--- src/rtl/mc_pkg.sv ---
// Shared encodings for the multi-cycle RV32I sequencing controller: states, opcodes and the
// datapath select encodings.
package mc_pkg;

   typedef enum logic [3:0] {
      StFetch,
      StDecode,
      StMemAdr,
      StMemRead,
      StMemWb,
      StMemWrite,
      StExecR,
      StExecI,
      StAluWb,
      StBranch,
      StJal,
      StHalt
   } state_e;

   localparam logic [6:0] OpLoad   = 7'b0000011;
   localparam logic [6:0] OpStore  = 7'b0100011;
   localparam logic [6:0] OpR      = 7'b0110011;
   localparam logic [6:0] OpImm    = 7'b0010011;
   localparam logic [6:0] OpBranch = 7'b1100011;
   localparam logic [6:0] OpJal    = 7'b1101111;

   localparam logic [2:0] AluAdd = 3'b000;
   localparam logic [2:0] AluSub = 3'b001;
   localparam logic [2:0] AluAnd = 3'b010;
   localparam logic [2:0] AluOr  = 3'b011;
   localparam logic [2:0] AluXor = 3'b100;
   localparam logic [2:0] AluSlt = 3'b101;

   localparam logic [1:0] AluOpAdd    = 2'b00;
   localparam logic [1:0] AluOpSub    = 2'b01;
   localparam logic [1:0] AluOpDecode = 2'b10;

   localparam logic [1:0] ResAluOut    = 2'b00;
   localparam logic [1:0] ResReadData  = 2'b01;
   localparam logic [1:0] ResAluResult = 2'b10;

   localparam logic [1:0] SrcAPc    = 2'b00;
   localparam logic [1:0] SrcAOldPc = 2'b01;
   localparam logic [1:0] SrcARs1   = 2'b10;

   localparam logic [1:0] SrcBRs2  = 2'b00;
   localparam logic [1:0] SrcBImm  = 2'b01;
   localparam logic [1:0] SrcBFour = 2'b10;

   localparam logic [1:0] ImmI = 2'b00;
   localparam logic [1:0] ImmS = 2'b01;
   localparam logic [1:0] ImmB = 2'b10;
   localparam logic [1:0] ImmJ = 2'b11;

   function automatic logic [1:0] imm_sel(input logic [6:0] op);
      logic [1:0] sel;
      sel = ImmI;
      case (op)
         OpLoad, OpImm: sel = ImmI;
         OpStore:       sel = ImmS;
         OpBranch:      sel = ImmB;
         OpJal:         sel = ImmJ;
         default:       sel = 2'b00;
      endcase
      return sel;
   endfunction

endpackage

--- src/rtl/mc_alu_decoder.sv ---
// Maps the FSM's coarse ALU request plus instruction fields onto the ALU control code.
module mc_alu_decoder
   import mc_pkg::*;
(
   input  logic [1:0] alu_op,
   input  logic [2:0] funct3,
   input  logic       funct7b5,
   input  logic       op_b5,
   output logic [2:0] alu_control
);

   always_comb begin
      alu_control = AluAdd;
      case (alu_op)
         AluOpAdd: alu_control = AluAdd;
         AluOpSub: alu_control = AluSub;
         AluOpDecode: begin
            case (funct3)
               // Only R-type (opcode bit 5 set) may select sub; addi ignores bit 30.
               3'b000:  alu_control = (op_b5 && funct7b5) ? AluSub : AluAdd;
               3'b010:  alu_control = AluSlt;
               3'b100:  alu_control = AluXor;
               3'b110:  alu_control = AluOr;
               3'b111:  alu_control = AluAnd;
               default: alu_control = AluAdd;
            endcase
         end
         default: alu_control = AluAdd;
      endcase
   end

endmodule

--- src/rtl/multicycle_controller.sv ---
// Sequencing FSM for the multi-cycle RV32I core. Define MC_ILLEGAL_TRAP_EN to halt on unknown
// opcodes and expose illegal_instr; otherwise unknown opcodes retire as NOPs.
module multicycle_controller
   import mc_pkg::*;
(
   input  logic        clk,
   input  logic        rst_n,
   input  logic [31:0] instr,
   input  logic        zero,
   input  logic        sign_res,
   input  logic        mem_ready,
`ifdef MC_ILLEGAL_TRAP_EN
   output logic        illegal_instr,
`endif
   output logic        pc_write,
   output logic        adr_src,
   output logic        mem_write,
   output logic        ir_write,
   output logic [1:0]  result_src,
   output logic [1:0]  alu_src_a,
   output logic [1:0]  alu_src_b,
   output logic [2:0]  alu_control,
   output logic [1:0]  imm_src,
   output logic        reg_write,
   output logic        instr_retired
);

   state_e     state_q, state_d;
   logic [6:0] opcode;
   logic [2:0] funct3;
   logic       funct7b5;
   logic [1:0] alu_op;
   logic       taken;
   logic       known_op;
   logic       pc_write_c, mem_write_c, ir_write_c, reg_write_c, retire_c;
   logic       unused_instr;

   assign opcode       = instr[6:0];
   assign funct3       = instr[14:12];
   assign funct7b5     = instr[30];
   assign unused_instr = ^{instr[31], instr[29:15], instr[11:7]};

   assign known_op = (opcode == OpLoad) || (opcode == OpStore) || (opcode == OpR) ||
                     (opcode == OpImm) || (opcode == OpBranch) || (opcode == OpJal);

   always_comb begin
      case (funct3)
         3'b000:  taken = zero;
         3'b001:  taken = ~zero;
         3'b100:  taken = sign_res;
         default: taken = 1'b0;
      endcase
   end

   always_comb begin
      state_d = state_q;
      unique case (state_q)
         StFetch:    if (mem_ready) state_d = StDecode;
         StDecode: begin
            case (opcode)
               OpLoad, OpStore: state_d = StMemAdr;
               OpR:             state_d = StExecR;
               OpImm:           state_d = StExecI;
               OpBranch:        state_d = StBranch;
               OpJal:           state_d = StJal;
`ifdef MC_ILLEGAL_TRAP_EN
               default:         state_d = StHalt;
`else
               default:         state_d = StFetch;
`endif
            endcase
         end
         StMemAdr:   state_d = (opcode == OpLoad) ? StMemRead : StMemWrite;
         StMemRead:  if (mem_ready) state_d = StMemWb;
         StMemWrite: if (mem_ready) state_d = StFetch;
         StMemWb:    state_d = StFetch;
         StExecR:    state_d = StAluWb;
         StExecI:    state_d = StAluWb;
         StAluWb:    state_d = StFetch;
         StBranch:   state_d = StFetch;
         StJal:      state_d = StAluWb;
         StHalt:     state_d = StHalt;
         default:    state_d = StFetch;
      endcase
   end

   always_ff @(posedge clk or negedge rst_n) begin
      if (!rst_n) begin
         state_q <= StFetch;
      end else begin
         state_q <= state_d;
      end
   end

   always_comb begin
      pc_write_c  = 1'b0;
      adr_src     = 1'b0;
      mem_write_c = 1'b0;
      ir_write_c  = 1'b0;
      result_src  = ResAluOut;
      alu_src_a   = SrcAPc;
      alu_src_b   = SrcBRs2;
      alu_op      = AluOpAdd;
      reg_write_c = 1'b0;
      retire_c    = 1'b0;
      unique case (state_q)
         StFetch: begin
            alu_src_b  = SrcBFour;
            result_src = ResAluResult;
            pc_write_c = mem_ready;
            ir_write_c = mem_ready;
         end
         StDecode: begin
            // ALUOut captures the branch target while the opcode is decoded.
            alu_src_a = SrcAOldPc;
            alu_src_b = SrcBImm;
`ifndef MC_ILLEGAL_TRAP_EN
            retire_c  = ~known_op;
`endif
         end
         StMemAdr: begin
            alu_src_a = SrcARs1;
            alu_src_b = SrcBImm;
         end
         StMemRead: begin
            adr_src = 1'b1;
         end
         StMemWrite: begin
            adr_src     = 1'b1;
            mem_write_c = 1'b1;
            retire_c    = mem_ready;
         end
         StMemWb: begin
            result_src  = ResReadData;
            reg_write_c = 1'b1;
            retire_c    = 1'b1;
         end
         StExecR: begin
            alu_src_a = SrcARs1;
            alu_op    = AluOpDecode;
         end
         StExecI: begin
            alu_src_a = SrcARs1;
            alu_src_b = SrcBImm;
            alu_op    = AluOpDecode;
         end
         StAluWb: begin
            reg_write_c = 1'b1;
            retire_c    = 1'b1;
         end
         StBranch: begin
            alu_src_a  = SrcARs1;
            alu_op     = AluOpSub;
            pc_write_c = taken;
            retire_c   = 1'b1;
         end
         StJal: begin
            alu_src_a  = SrcAOldPc;
            alu_src_b  = SrcBFour;
            pc_write_c = 1'b1;
         end
         StHalt: begin
         end
         default: begin
         end
      endcase
   end

   mc_alu_decoder u_alu_decoder (
      .alu_op      (alu_op),
      .funct3      (funct3),
      .funct7b5    (funct7b5),
      .op_b5       (opcode[5]),
      .alu_control (alu_control)
   );

   assign imm_src = imm_sel(opcode);

   // Enables are gated by rst_n so a mid-instruction reset has no side effects at all.
   assign pc_write      = rst_n & pc_write_c;
   assign mem_write     = rst_n & mem_write_c;
   assign ir_write      = rst_n & ir_write_c;
   assign reg_write     = rst_n & reg_write_c;
   assign instr_retired = rst_n & retire_c;

`ifdef MC_ILLEGAL_TRAP_EN
   assign illegal_instr = (state_q == StHalt);
`endif

endmodule

--- config.mk ---
export PLATFORM = sky130hd
export DESIGN_NAME = multicycle_controller
export DESIGN_NICKNAME = d
export VERILOG_FILES = /design/src/rtl/mc_pkg.sv /design/src/rtl/mc_alu_decoder.sv /design/src/rtl/multicycle_controller.sv
export SDC_FILE = /design/constraint.sdc
export NUM_CORES = 1
export LEC_CHECK = 0
export BUFFER_PORTS_ARGS = -buffer_cell sky130_fd_sc_hd__clkbuf_2
export CORE_MARGIN = 5
export CORE_UTILIZATION = 42
export DETAILED_ROUTE_END_ITERATION = 6
export PLACE_DENSITY = 0.88
export SLEW_MARGIN = 15
export SYNTH_ARGS = -nofsm -noshare
export SYNTH_HDL_FRONTEND = slang
export SYNTH_HIERARCHICAL = 1
export SYNTH_SLANG_ARGS = --single-unit
--- constraint.sdc ---
create_clock -name clk -period 2.6 [get_ports clk]
set_input_delay 0.13 -clock clk [delete_from_list [all_inputs] [get_ports clk]]
set_output_delay 0.13 -clock clk [all_outputs]
set_load 0.005 [all_outputs]
==> summary by stage <==
Run status
The run finished with clean final reports.

Power
Power spread over the standard cell area amounts to 480 mW/mm². For this design the static power due to leakage is 0.429 nW. The highest ir drop seen on vdd is 339 µV.

The total power is 0.430 mW.

Yosys
The largest total area in the synthesized netlist belongs to dfrtp_1. The post-synthesis register bit count is 4. By instance count, the leading cell after synthesis is nor2_1. The total number of yosys warnings is 6. The share of the Yosys chip area taken by registers is 14.3%. Among all flip-flop cells after synthesis, the most frequent one is dfrtp_1.

Counting instances in the post-synthesis netlist gives the leading cell types as 16 x nor2_1, 8 x nand2_1, 7 x nand2b_1, 7 x nor3_1, 6 x inv_1. The mean post-synth cell area is 6.92 µm². The number of flops mapped to enable cells by yosys is 0. After synthesis, the largest area contributor takes up 14.3% of total cell area.

In the post-synthesis netlist, the biggest area contributors are dfrtp_1 14%, nor2_1 8.6%, nand2b_1 6.3%. The distinct cell type count after synthesis is 39. After synthesis the cells add up to 699 µm². When the netlist entered floorplanning its net count stood at 140.

In the synthesized netlist, the number of instances is 101. Counting flops with an async set or reset pin after synthesis yields a share of 100%.

Drt
The total via count in the routed design is 915. The first TritonRoute pass finished after 5 iterations. The iteration-0 DRC count of the detailed router is 21.

The remaining antenna violation count after routing is 0. The routed length per placed instance is 13.6 µm. The remaining routing DRC violations is 0. The final layout contains routed wiring with a total length of 2040 µm. In the routed layout, each cell is associated on average with a via count of 6.10.

Floorplan
The effective utilization at floorplan is 45.4%. The floorplan die width is 50.8 µm. The total die area is 0.00258 mm². From bottom edge to top edge, the die measures 50.8 µm. The I/O pin count is 54.

The site row count is 14. The core footprint is 0.00154 mm².

Timing
The routed design could run at a clock period as short as 2.11 ns. The smallest setup slack after layout is 0.487 ns. Timing would allow up to 473 MHz. The relative slew slack is 69.4%. The setup skew after layout is 0.00260 ns.

At the pin with the least slew margin, the transition time is 0.460 ns. Adding up every negative setup slack in the final design gives 0 ns. The final-report setup violation count is 0. The number of hold-slack violations in the final timing report is 0. Setup repair after global routing left no endpoint under its margin.

Final hold analysis gives a worst-case slack of 0.259 ns. The max-slew violation count is 0. The final critical path takes up 81.3% of the cycle.

CTS
The total clock buffers created by CTS is 3. The worst-skew pair later-pin latency is 0.23 ns. In this run the post-CTS setup repair buffer count came out at 0. After clock tree synthesis, the clock-pin slew on the worst setup and hold paths is 0.04 ns. The maximum buffer depth of the clock tree is 2. The number of levels in the clock H-tree is 1. Clock tree synthesis selected as its root buffer the cell clkbuf_4. The TritonCTS sink count is 4. TritonCTS built the clock tree.

Placed design
During placement, the flow inserted port buffers numbering 32. After legalization and detailed placement, the total HPWL measured 1670 µm. The placed instances occupy a cell area of 865 µm².

The placed cell count is 146. OpenSTA, run right after detailed placement, puts the worst setup slack at 0.735 ns. Routability-driven placement finished with a final weighted congestion of 0.845.

Critical path
The register-to-register setup slack is 0.75 ns. STA classifies the critical path startpoint as a flip-flop. The endpoint identified for the worst register-to-register timing path is state_q[0]$_DFFE_PN0P_. In this run the worst path has a maximum fanout of 16. The arrival time at the worst endpoint is 1.98 ns.

Counting cells, the worst reg-to-reg path comes to 5. The capture point of the critical path is alu_control[1]. The data required time at the worst endpoint is 2.47 ns.

The endpoint kind of the worst setup timing path is an output pin. The critical path is of the flip-flop to output pin type. The worst register-to-register path begins at state_q[1]$_DFFE_PN0P_. The most critical setup path has its startpoint at state_q[3]$_DFFE_PN0P_.

Global route
The number of global-route vias before repair came to 795. The remaining global-route overflow is 0. In the global route stage, overall resource usage came out at 15.2%. Entering global routing, the biggest net connects 17 pins. The number of antenna violations at the first check in global routing was 0. The first global-routing pass estimated 3230 µm of wire.

Finish
The finished layout holds 150 standard cells, fillers aside. The largest registers in the layout are state_q (4). Compared with the post-synthesis result, the final layout area differs by 28.3%. At the end of the flow the core is filled with cells to 58.2%. With fillers left out, the area of the finished cells amounts to 897 µm².

The number of antenna cells inserted is 0. The net count of the finished layout is 175. state_q holds more flip-flops than any other register.

In the final layout, the share of cells above drive strength 1 is 32.1%. The flip-flop count of the largest register after layout is 4.

Worst hold path
The min-delay analysis places its worst path in the category input port to async pin.

Job
The number of maximum-capacitance constraint violations is 0.
[logic make-up after synthesis]
| family | Yosys count | share of synthesized area [%] |
|---|---|---|
| mux | 1 | 1.43 |
| buf+inv | 11 | 7.51 |
| fa+ha+maj | 2 | 3.58 |
| xor+xnor | 4 | 5.01 |
| compound gates | 22 | 22.9 |
| flops | 4 | 14.3 |
| simple gates | 57 | 45.3 |
[final cells by class]
class / count / area (µm²)
well taps: 16 / 20.0
fillers: 149 / 644
repair buffers: 35 / 185
clock buffers: 3 / 22.5
flip-flops and latches: 4 / 100
multi-input cells: 86 / 547
inverters: 6 / 22.5
[cell usage in the layout, fill, tap and decap left out, types with 2 or more instances in the layout]
| cell type | instances |
|---|---|
| clkbuf_2 | 32 |
| inv_1 | 6 |
| nand3b_1 | 2 |
| nor4_1 | 2 |
| clkbuf_4 | 3 |
| nor2_1 | 16 |
| nand3_1 | 2 |
| o21ai_0 | 5 |
| a22oi_1 | 2 |
| nand2b_1 | 7 |
| nor3_1 | 7 |
| buf_4 | 2 |
| nand2_1 | 8 |
| xor2_1 | 2 |
| ha_1 | 2 |
| a21oi_1 | 3 |
| xnor2_1 | 2 |
| nor3b_1 | 2 |
| dfrtp_1 | 4 |
| or4_1 | 2 |
| o22ai_1 | 4 |
[worst min path at each step]
| stage | cells past startpoint | endpoint | from | slack, ns |
|---|---|---|---|---|
| after floorplan | 0 | state_q[0]$_DFFE_PN0P_ | rst_n | -0.17 |
| after global placement | 1 | state_q[2]$_DFFE_PN0P_ | rst_n | -0.04 |
| after detailed placement | 1 | state_q[2]$_DFFE_PN0P_ | rst_n | -0.03 |
| after CTS | 2 | state_q[1]$_DFFE_PN0P_ | rst_n | 0.25 |
| after global routing | 2 | state_q[1]$_DFFE_PN0P_ | rst_n | 0.28 |
| final | 2 | state_q[1]$_DFFE_PN0P_ | rst_n | 0.26 |
[per-layer routing]
| metal | up-vias | track usage [%] | routed length, µm | part of all wire [%] |
|---|---|---|---|---|
| li1 | 438 | - | - | - |
| met1 | 436 | 17.3 | 781 | 38 |
| met2 | 41 | 29.1 | 1090 | 54 |
| met3 | 0 | 1.18 | 166 | 8.1 |
| met4 | 0 | 4.68 | 0 | 0 |
| met5 | - | 0 | 0 | 0 |
[repair_timing]
item                      CTS  global route
hold buffers                1             0
resized for setup           0             0
hold endpoints to repair    4             0
[worst max-delay path, stage by stage, from the launching register on]
cell and delay, ns:
dfrtp_1 0.61, nand2b_1 0.20, nor2_1 0.17, inv_1 0.06, ha_1 0.32, and4b_1 0.27
clkbuf_2 0.12
[power by group]
part,internal (mW),switching [mW]
Combinational,0.129,0.148
Sequential,0.0719,0.00844
Clock,0.0514,0.0221
No activity file was read; power rests on OpenSTA's default activity.
